**src/rtl/dct_zigzag_buf.sv**
```systemverilog
// dct_zigzag_buf: gathers 8x8 blocks of signed DCT coefficients in raster order
// into a two-bank ping-pong buffer and replays each block in JPEG zigzag order,
// arithmetically right-shifted by QSHIFT, over a valid/ready output port.
module dct_zigzag_buf #(
  parameter int QSHIFT = 0
) (
  input  logic       clk,
  input  logic       rst,
  input  logic       in_valid,
  input  logic [7:0] in_data,
  output logic       in_ready,
  output logic       drop_err,
  output logic       out_valid,
  output logic [7:0] out_data,
  output logic       out_last,
  input  logic       out_ready
);

  // Raster index of the coefficient emitted at each zigzag position.
  localparam logic [5:0] ZZ_TABLE [64] = '{
    6'd0,  6'd1,  6'd8,  6'd16, 6'd9,  6'd2,  6'd3,  6'd10,
    6'd17, 6'd24, 6'd32, 6'd25, 6'd18, 6'd11, 6'd4,  6'd5,
    6'd12, 6'd19, 6'd26, 6'd33, 6'd40, 6'd48, 6'd41, 6'd34,
    6'd27, 6'd20, 6'd13, 6'd6,  6'd7,  6'd14, 6'd21, 6'd28,
    6'd35, 6'd42, 6'd49, 6'd56, 6'd57, 6'd50, 6'd43, 6'd36,
    6'd29, 6'd22, 6'd15, 6'd23, 6'd30, 6'd37, 6'd44, 6'd51,
    6'd58, 6'd59, 6'd52, 6'd45, 6'd38, 6'd31, 6'd39, 6'd46,
    6'd53, 6'd60, 6'd61, 6'd54, 6'd47, 6'd55, 6'd62, 6'd63
  };

  typedef enum logic {
    ST_IDLE,
    ST_STREAM
  } state_t;

  // Both banks live in one array; the top address bit selects the bank.
  logic [7:0]        r_mem [128];

  logic              r_wbank;
  logic [5:0]        r_waddr;
  logic [1:0]        r_full;
  logic              r_rbank;
  logic [5:0]        r_rcnt;
  state_t            r_state;
  logic              r_dropErr;

  logic              w_accept;
  logic              w_fill;
  logic              w_xfer;
  logic              w_free;
  logic [1:0]        w_fullNext;
  logic [6:0]        w_raddr;
  logic signed [7:0] w_rdata;
  logic signed [7:0] w_quant;

  // The write bank is never the bank being read, because a bank stays full until drained.
  assign in_ready = ~r_full[r_wbank];
  assign w_accept = in_valid & in_ready;
  assign w_fill   = w_accept & (r_waddr == 6'd63);
  assign w_xfer   = (r_state == ST_STREAM) & out_ready;
  assign w_free   = w_xfer & (r_rcnt == 6'd63);

  // Next value of the bank-full flags; a fill and a free on the same edge always hit different banks.
  always_comb begin
    w_fullNext = r_full;
    if (w_fill) begin
      w_fullNext[r_wbank] = 1'b1;
    end
    if (w_free) begin
      w_fullNext[r_rbank] = 1'b0;
    end
  end

  // Coefficient storage, deliberately not reset so partial blocks simply get overwritten.
  always_ff @(posedge clk) begin
    if (w_accept) begin
      r_mem[{r_wbank, r_waddr}] <= in_data;
    end
  end

  // Write pointer walks 0..63 and hops to the other bank after the last coefficient.
  always_ff @(posedge clk or posedge rst) begin
    if (rst) begin
      r_wbank <= 1'b0;
      r_waddr <= 6'd0;
    end else if (w_accept) begin
      r_waddr <= r_waddr + 6'd1;
      if (w_fill) begin
        r_wbank <= ~r_wbank;
      end
    end
  end

  // Bank-full flags and the sticky overflow indicator.
  always_ff @(posedge clk or posedge rst) begin
    if (rst) begin
      r_full    <= 2'b00;
      r_dropErr <= 1'b0;
    end else begin
      r_full <= w_fullNext;
      if (in_valid && !in_ready) begin
        r_dropErr <= 1'b1;
      end
    end
  end

  // Read FSM: streams the oldest full bank and chains straight into the next one when it is ready.
  always_ff @(posedge clk or posedge rst) begin
    if (rst) begin
      r_state <= ST_IDLE;
      r_rbank <= 1'b0;
      r_rcnt  <= 6'd0;
    end else begin
      case (r_state)
        ST_IDLE: begin
          if (r_full[r_rbank]) begin
            r_state <= ST_STREAM;
            r_rcnt  <= 6'd0;
          end
        end
        ST_STREAM: begin
          if (w_xfer) begin
            r_rcnt <= r_rcnt + 6'd1;
            if (r_rcnt == 6'd63) begin
              r_rbank <= ~r_rbank;
              if (!w_fullNext[~r_rbank]) begin
                r_state <= ST_IDLE;
              end
            end
          end
        end
        default: begin
          r_state <= ST_IDLE;
        end
      endcase
    end
  end

  // Output path is a combinational ROM lookup plus memory read, held steady by the frozen read counter.
  assign w_raddr   = {r_rbank, ZZ_TABLE[r_rcnt]};
  assign w_rdata   = r_mem[w_raddr];
  assign w_quant   = w_rdata >>> QSHIFT;

  assign out_valid = (r_state == ST_STREAM);
  assign out_data  = out_valid ? w_quant : 8'd0;
  assign out_last  = out_valid & (r_rcnt == 6'd63);
  assign drop_err  = r_dropErr;

endmodule

```
**config.mk**
```make
export PLATFORM = sky130hd
export DESIGN_NAME = dct_zigzag_buf
export DESIGN_NICKNAME = d
export VERILOG_FILES = /design/src/rtl/dct_zigzag_buf.sv
export SDC_FILE = /design/constraint.sdc
export NUM_CORES = 1
export LEC_CHECK = 0
export CAP_MARGIN = 20
export CORE_AREA = 5 5 426 260
export CTS_BUF_LIST = sky130_fd_sc_hd__clkbuf_4 sky130_fd_sc_hd__clkbuf_8
export DETAILED_ROUTE_END_ITERATION = 16
export DIE_AREA = 0 0 431 265
export MAX_ROUTING_LAYER = met4
export PLACE_DENSITY = 0.52
export SLEW_MARGIN = 20
export SYNTH_ARGS = -nofsm -noshare
export SYNTH_HDL_FRONTEND = slang
export SYNTH_SLANG_ARGS = --single-unit
```
**constraint.sdc**
```tcl
create_clock -name clk -period 4.35 [get_ports clk]
set_input_delay 0.435 -clock clk [delete_from_list [all_inputs] [get_ports clk]]
set_output_delay 0.435 -clock clk [all_outputs]
set_load 0.02 [all_outputs]
```
==> flow_results.xml <==
<?xml version="1.0" encoding="UTF-8"?>
<metrics>
  <group name="min_path">
    <metric name="worstHoldPathCells" unit="">1</metric>
    <metric name="hold_path_end" unit="">r_mem[108][5]$_DFFE_PP_</metric>
    <metric name="worstHoldPathType" unit="">primary input to flip-flop</metric>
    <metric name="min_from" unit="">in_data[5]</metric>
  </group>
  <group name="grt">
    <metric name="globalRoute.busiestLayer" unit="">met1</metric>
    <metric name="initial_antenna_violation_count" unit="">4</metric>
    <metric name="use_met1" unit="">0.374</metric>
    <metric name="grt_pass1_wl" unit="microns">195000</metric>
    <metric name="grt_overall_usage" unit="">0.243</metric>
    <metric name="maximum_number_of_pins_on_one_net_before_global_route_repair" unit="">129</metric>
    <metric name="groute.layer.met3.usage" unit="">0.0662</metric>
    <metric name="grt_pass1_vias" unit="">27507</metric>
    <metric name="grt_remaining_overflow" unit="">0</metric>
    <metric name="global_route.usage.met2" unit="">0.314</metric>
  </group>
  <group name="worst_setup_path">
    <metric name="crit_path_from" unit="">r_rcnt[1]$_DFFE_PP0P_</metric>
    <metric name="endpoint_kind" unit="">output pin</metric>
    <metric name="regToRegSetupSlack" unit="ns">0.51</metric>
    <metric name="timing.rr.end" unit="">r_mem[112][1]$_DFFE_PP_</metric>
    <metric name="start_kind" unit="">flip-flop</metric>
    <metric name="timing.setup.critical_path_class" unit="">flip-flop to output pin</metric>
    <metric name="cp_max_fo" unit="">17</metric>
    <metric name="r2r-start" unit="">r_wbank$_DFFE_PP0P_</metric>
    <metric name="r2r_cells" unit="">6</metric>
    <metric name="critPathRequiredTime" unit="ns">3.91</metric>
    <metric name="critical_path_arrival" unit="ns">4.72</metric>
  </group>
  <group name="finish">
    <metric name="drive_gt1_frac" unit="">0.275</metric>
    <metric name="syn_to_final_growth" unit="%">24.9</metric>
    <metric name="nets" unit="">3541</metric>
  </group>
  <group name="clock_tree">
    <metric name="numCtsBuffers" unit="">157</metric>
    <metric name="cts_root_buf" unit="">sky130_fd_sc_hd__clkbuf_8</metric>
    <metric name="cts.clk_slew.worst_paths" unit="ns">0.06</metric>
    <metric name="tritoncts_clock_tree" unit="">done</metric>
    <metric name="cts-root-to-sink-buffers" unit="">3</metric>
    <metric name="clock_insertion_delay_worst_skew" unit="ns">0.89</metric>
    <metric name="clock_sink_count" unit="">1042</metric>
    <metric name="clock_tree.htree_level_count" unit="">4</metric>
  </group>
  <group name="detailed_routing">
    <metric name="post_drt_wl_per_cell" unit="microns">27.1</metric>
    <metric name="via_per_inst" unit="">5.67</metric>
    <metric name="drt_drc_violations_left" unit="">0</metric>
    <metric name="first_pass_iters" unit="">5</metric>
    <metric name="detailedRoute.firstIterationViolations" unit="">3262</metric>
    <metric name="dr_total_vias" unit="">28776</metric>
    <metric name="detail_route.wirelength" unit="microns">137000</metric>
    <metric name="antenna_left" unit="">0</metric>
  </group>
  <group name="synthesis">
    <metric name="postSynthAreaPerCell" unit="sq um">14.1</metric>
    <metric name="synth_fp_nets" unit="">3024</metric>
    <metric name="syn_area" unit="sq um">42200</metric>
    <metric name="ys_warn_count" unit="">0</metric>
    <metric name="netlist_top_cells_area" unit="">sky130_fd_sc_hd__edfxtp_1, sky130_fd_sc_hd__nand2_1, sky130_fd_sc_hd__mux2i_1, sky130_fd_sc_hd__nand3_1, sky130_fd_sc_hd__a21oi_1</metric>
    <metric name="post_synth_inst_count" unit="">2996</metric>
    <metric name="yosys-top-cells-count" unit="">sky130_fd_sc_hd__edfxtp_1, sky130_fd_sc_hd__nand2_1, sky130_fd_sc_hd__nand3_1, sky130_fd_sc_hd__nor2_1, sky130_fd_sc_hd__mux2i_1</metric>
    <metric name="synth.lib_cells_used.distinct" unit="">62</metric>
    <metric name="count_leader_synth" unit="">sky130_fd_sc_hd__edfxtp_1</metric>
    <metric name="ys_async_sr_fraction" unit="">0.0173</metric>
    <metric name="synth_top_cell_by_area" unit="">sky130_fd_sc_hd__edfxtp_1</metric>
    <metric name="synth_edf_count" unit="">1024</metric>
    <metric name="synth-main-ff-cell" unit="">sky130_fd_sc_hd__edfxtp_1</metric>
    <metric name="ys_seq_elements" unit="">1042</metric>
    <metric name="synth.top_cell.area_share" unit="">0.728</metric>
    <metric name="synth-seq-area-share" unit="">0.739</metric>
  </group>
  <group name="sta">
    <metric name="worst_pin_slew" unit="ns">1.14</metric>
    <metric name="timing.final.hold_violations" unit="">0</metric>
    <metric name="finalMaxSlewViolations" unit="">0</metric>
    <metric name="final_min_period_over_clock_period" unit="">1.18</metric>
    <metric name="unrepaired_setup_endpoints_after_global_routing" unit="">true</metric>
    <metric name="finalWorstPathRequiredPeriod" unit="ns">5.15</metric>
    <metric name="max_freq" unit="MHz">194</metric>
    <metric name="setup_viol_count_final" unit="">8</metric>
    <metric name="fin_worst_skew" unit="ns">0.0493</metric>
    <metric name="layout_setup_ws" unit="ns">-0.800</metric>
    <metric name="max_slew_margin" unit="">0.239</metric>
  </group>
  <group name="job">
    <metric name="cap_viol_max_count" unit="">0</metric>
  </group>
  <group name="status">
    <metric name="violated_checks" unit="">setup timing</metric>
    <metric name="outcome" unit="">finished, violations left</metric>
  </group>
  <group name="place">
    <metric name="place.port_buffers" unit="">23</metric>
    <metric name="dp_hpwl" unit="microns">88800</metric>
    <metric name="placement.setup.worst_slack" unit="ns">-0.803</metric>
    <metric name="routabilityCongestion" unit="">0.912</metric>
  </group>
  <group name="floorplan">
    <metric name="die_width" unit="microns">431</metric>
    <metric name="site_rows" unit="">93</metric>
    <metric name="io_pins" unit="">24</metric>
    <metric name="design.core.area" unit="sq um">106000</metric>
    <metric name="floorplan.die.height" unit="microns">265</metric>
    <metric name="die_area" unit="sq um">114000</metric>
    <metric name="initial_utilization" unit="">0.397</metric>
  </group>
</metrics>
==> registers in the layout, summed over array words and instances (netlist names) <==
signal,count
r_waddr,6
r_rbank,1
r_wbank,1
r_rcnt,6
out_valid,1
r_full,2
drop_err,1
r_mem,1024
==> logic make-up (layout without fill, tap and decap cells) <==
| kind of cell | after synthesis | in the layout | share of synthesized area |
|---|---|---|---|
| and+or+nand+nor | 1108 | 1108 | 0.113 |
| DFF | 1042 | 1042 | 0.739 |
| AOI/OAI and AO/OA | 452 | 452 | 0.0730 |
| buffers and inverters | 199 | 848 | 0.0227 |
| muxes | 170 | 170 | 0.0460 |
| adders and majority gates | 16 | 16 | 0.00474 |
| xor gates and xnor gates | 9 | 9 | 0.00187 |
| other | 0 | 7 | 0 |
==> worst max-delay path by stage <==
stage | cells past startpoint | slack [ns] | end
after global routing | 16 | -0.96 | out_data[1]
after global placement | 16 | -0.76 | out_data[2]
final | 18 | -0.80 | out_data[1]
after CTS | 18 | -0.84 | out_data[1]
after detailed placement | 14 | -0.80 | out_data[0]
after floorplan | 12 | 0.17 | out_data[0]
==> cell type report <==
cell class | count | area (sq um)
clock buffer | 200 | 2500
tap | 1425 | 1780
antenna | 7 | 17.5
clock inverter | 91 | 527
multi-input combinational | 1755 | 11300
inverter | 11 | 41.3
sequential | 1042 | 31200
timing repair buffer | 546 | 5350
fill | 9175 | 53700
==> critical path, cell delays in order, from the launching register on <==
cell and delay (ns):
sky130_fd_sc_hd__dfrtp_1 0.37, sky130_fd_sc_hd__inv_2 0.07, sky130_fd_sc_hd__buf_6 0.13, sky130_fd_sc_hd__ha_4 0.15
sky130_fd_sc_hd__buf_6 0.11, sky130_fd_sc_hd__mux2_4 0.26, sky130_fd_sc_hd__a22oi_2 0.20, sky130_fd_sc_hd__buf_4 0.14
sky130_fd_sc_hd__a22oi_2 0.09, sky130_fd_sc_hd__buf_4 0.18, sky130_fd_sc_hd__bufbuf_16 0.28, sky130_fd_sc_hd__and3_1 0.19
sky130_fd_sc_hd__a311oi_2 0.39, sky130_fd_sc_hd__o22ai_1 0.14, sky130_fd_sc_hd__o21ai_2 0.20, sky130_fd_sc_hd__o21ai_2 0.10
sky130_fd_sc_hd__buf_4 0.16, sky130_fd_sc_hd__or4b_4 0.50, sky130_fd_sc_hd__buf_6 0.15
==> cell usage in the layout (no fill, tap or decap), types with 26 or more instances in the layout <==
| master | instances |
|---|---|
| sky130_fd_sc_hd__nand2_1 | 590 |
| sky130_fd_sc_hd__buf_4 | 421 |
| sky130_fd_sc_hd__a221oi_1 | 27 |
| sky130_fd_sc_hd__mux2i_1 | 132 |
| sky130_fd_sc_hd__a311oi_1 | 27 |
| sky130_fd_sc_hd__edfxtp_1 | 1024 |
| sky130_fd_sc_hd__clkbuf_4 | 41 |
| sky130_fd_sc_hd__buf_12 | 57 |
| sky130_fd_sc_hd__clkbuf_8 | 159 |
| sky130_fd_sc_hd__and3_1 | 59 |
| sky130_fd_sc_hd__clkinv_2 | 26 |
| sky130_fd_sc_hd__nand3_1 | 183 |
| sky130_fd_sc_hd__buf_6 | 36 |
| sky130_fd_sc_hd__a21oi_1 | 104 |
| sky130_fd_sc_hd__o21ai_0 | 32 |
| sky130_fd_sc_hd__a31oi_1 | 30 |
| sky130_fd_sc_hd__nor2_1 | 164 |
| sky130_fd_sc_hd__clkinv_1 | 46 |
| sky130_fd_sc_hd__o22ai_1 | 38 |
==> per-stage QoR <==
step	util	instance area (sq um)	cells	hold WS [ns]	setup TNS [ns]
floorplan	-	42200	2996	0.374	0
global placement	0.444	47300	4702	0.463	-5.16
detailed placement	0.444	47300	4702	0.467	-4.93
CTS	0.488	52000	5042	0.0531	-6.23
global route	0.495	52700	5077	0.0775	-7.04
finish	0.495	52700	5077	0.121	-5.70
==> metal layers <==
| metal | part of all wire | vias to the layer above |
|---|---|---|
| li1 | - | 12473 |
| met1 | 0.47 | 14621 |
| met2 | 0.40 | 1500 |
| met3 | 0.11 | 182 |
| met4 | 0.020 | 0 |
| met5 | 0 | - |
==> timing repair <==
item                                    CTS  global route
endpoints found under the setup margin    8             8
gates cloned                              9             4
resized for setup                       251           104
setup buffers                            39            28
pin swaps                                61            63
hold buffers                              2             0
hold endpoints to repair                 26             0
Power is left out: the tool's default activity adds up to more than one toggle a clock period on the data nets, which glitch-free logic cannot reach.
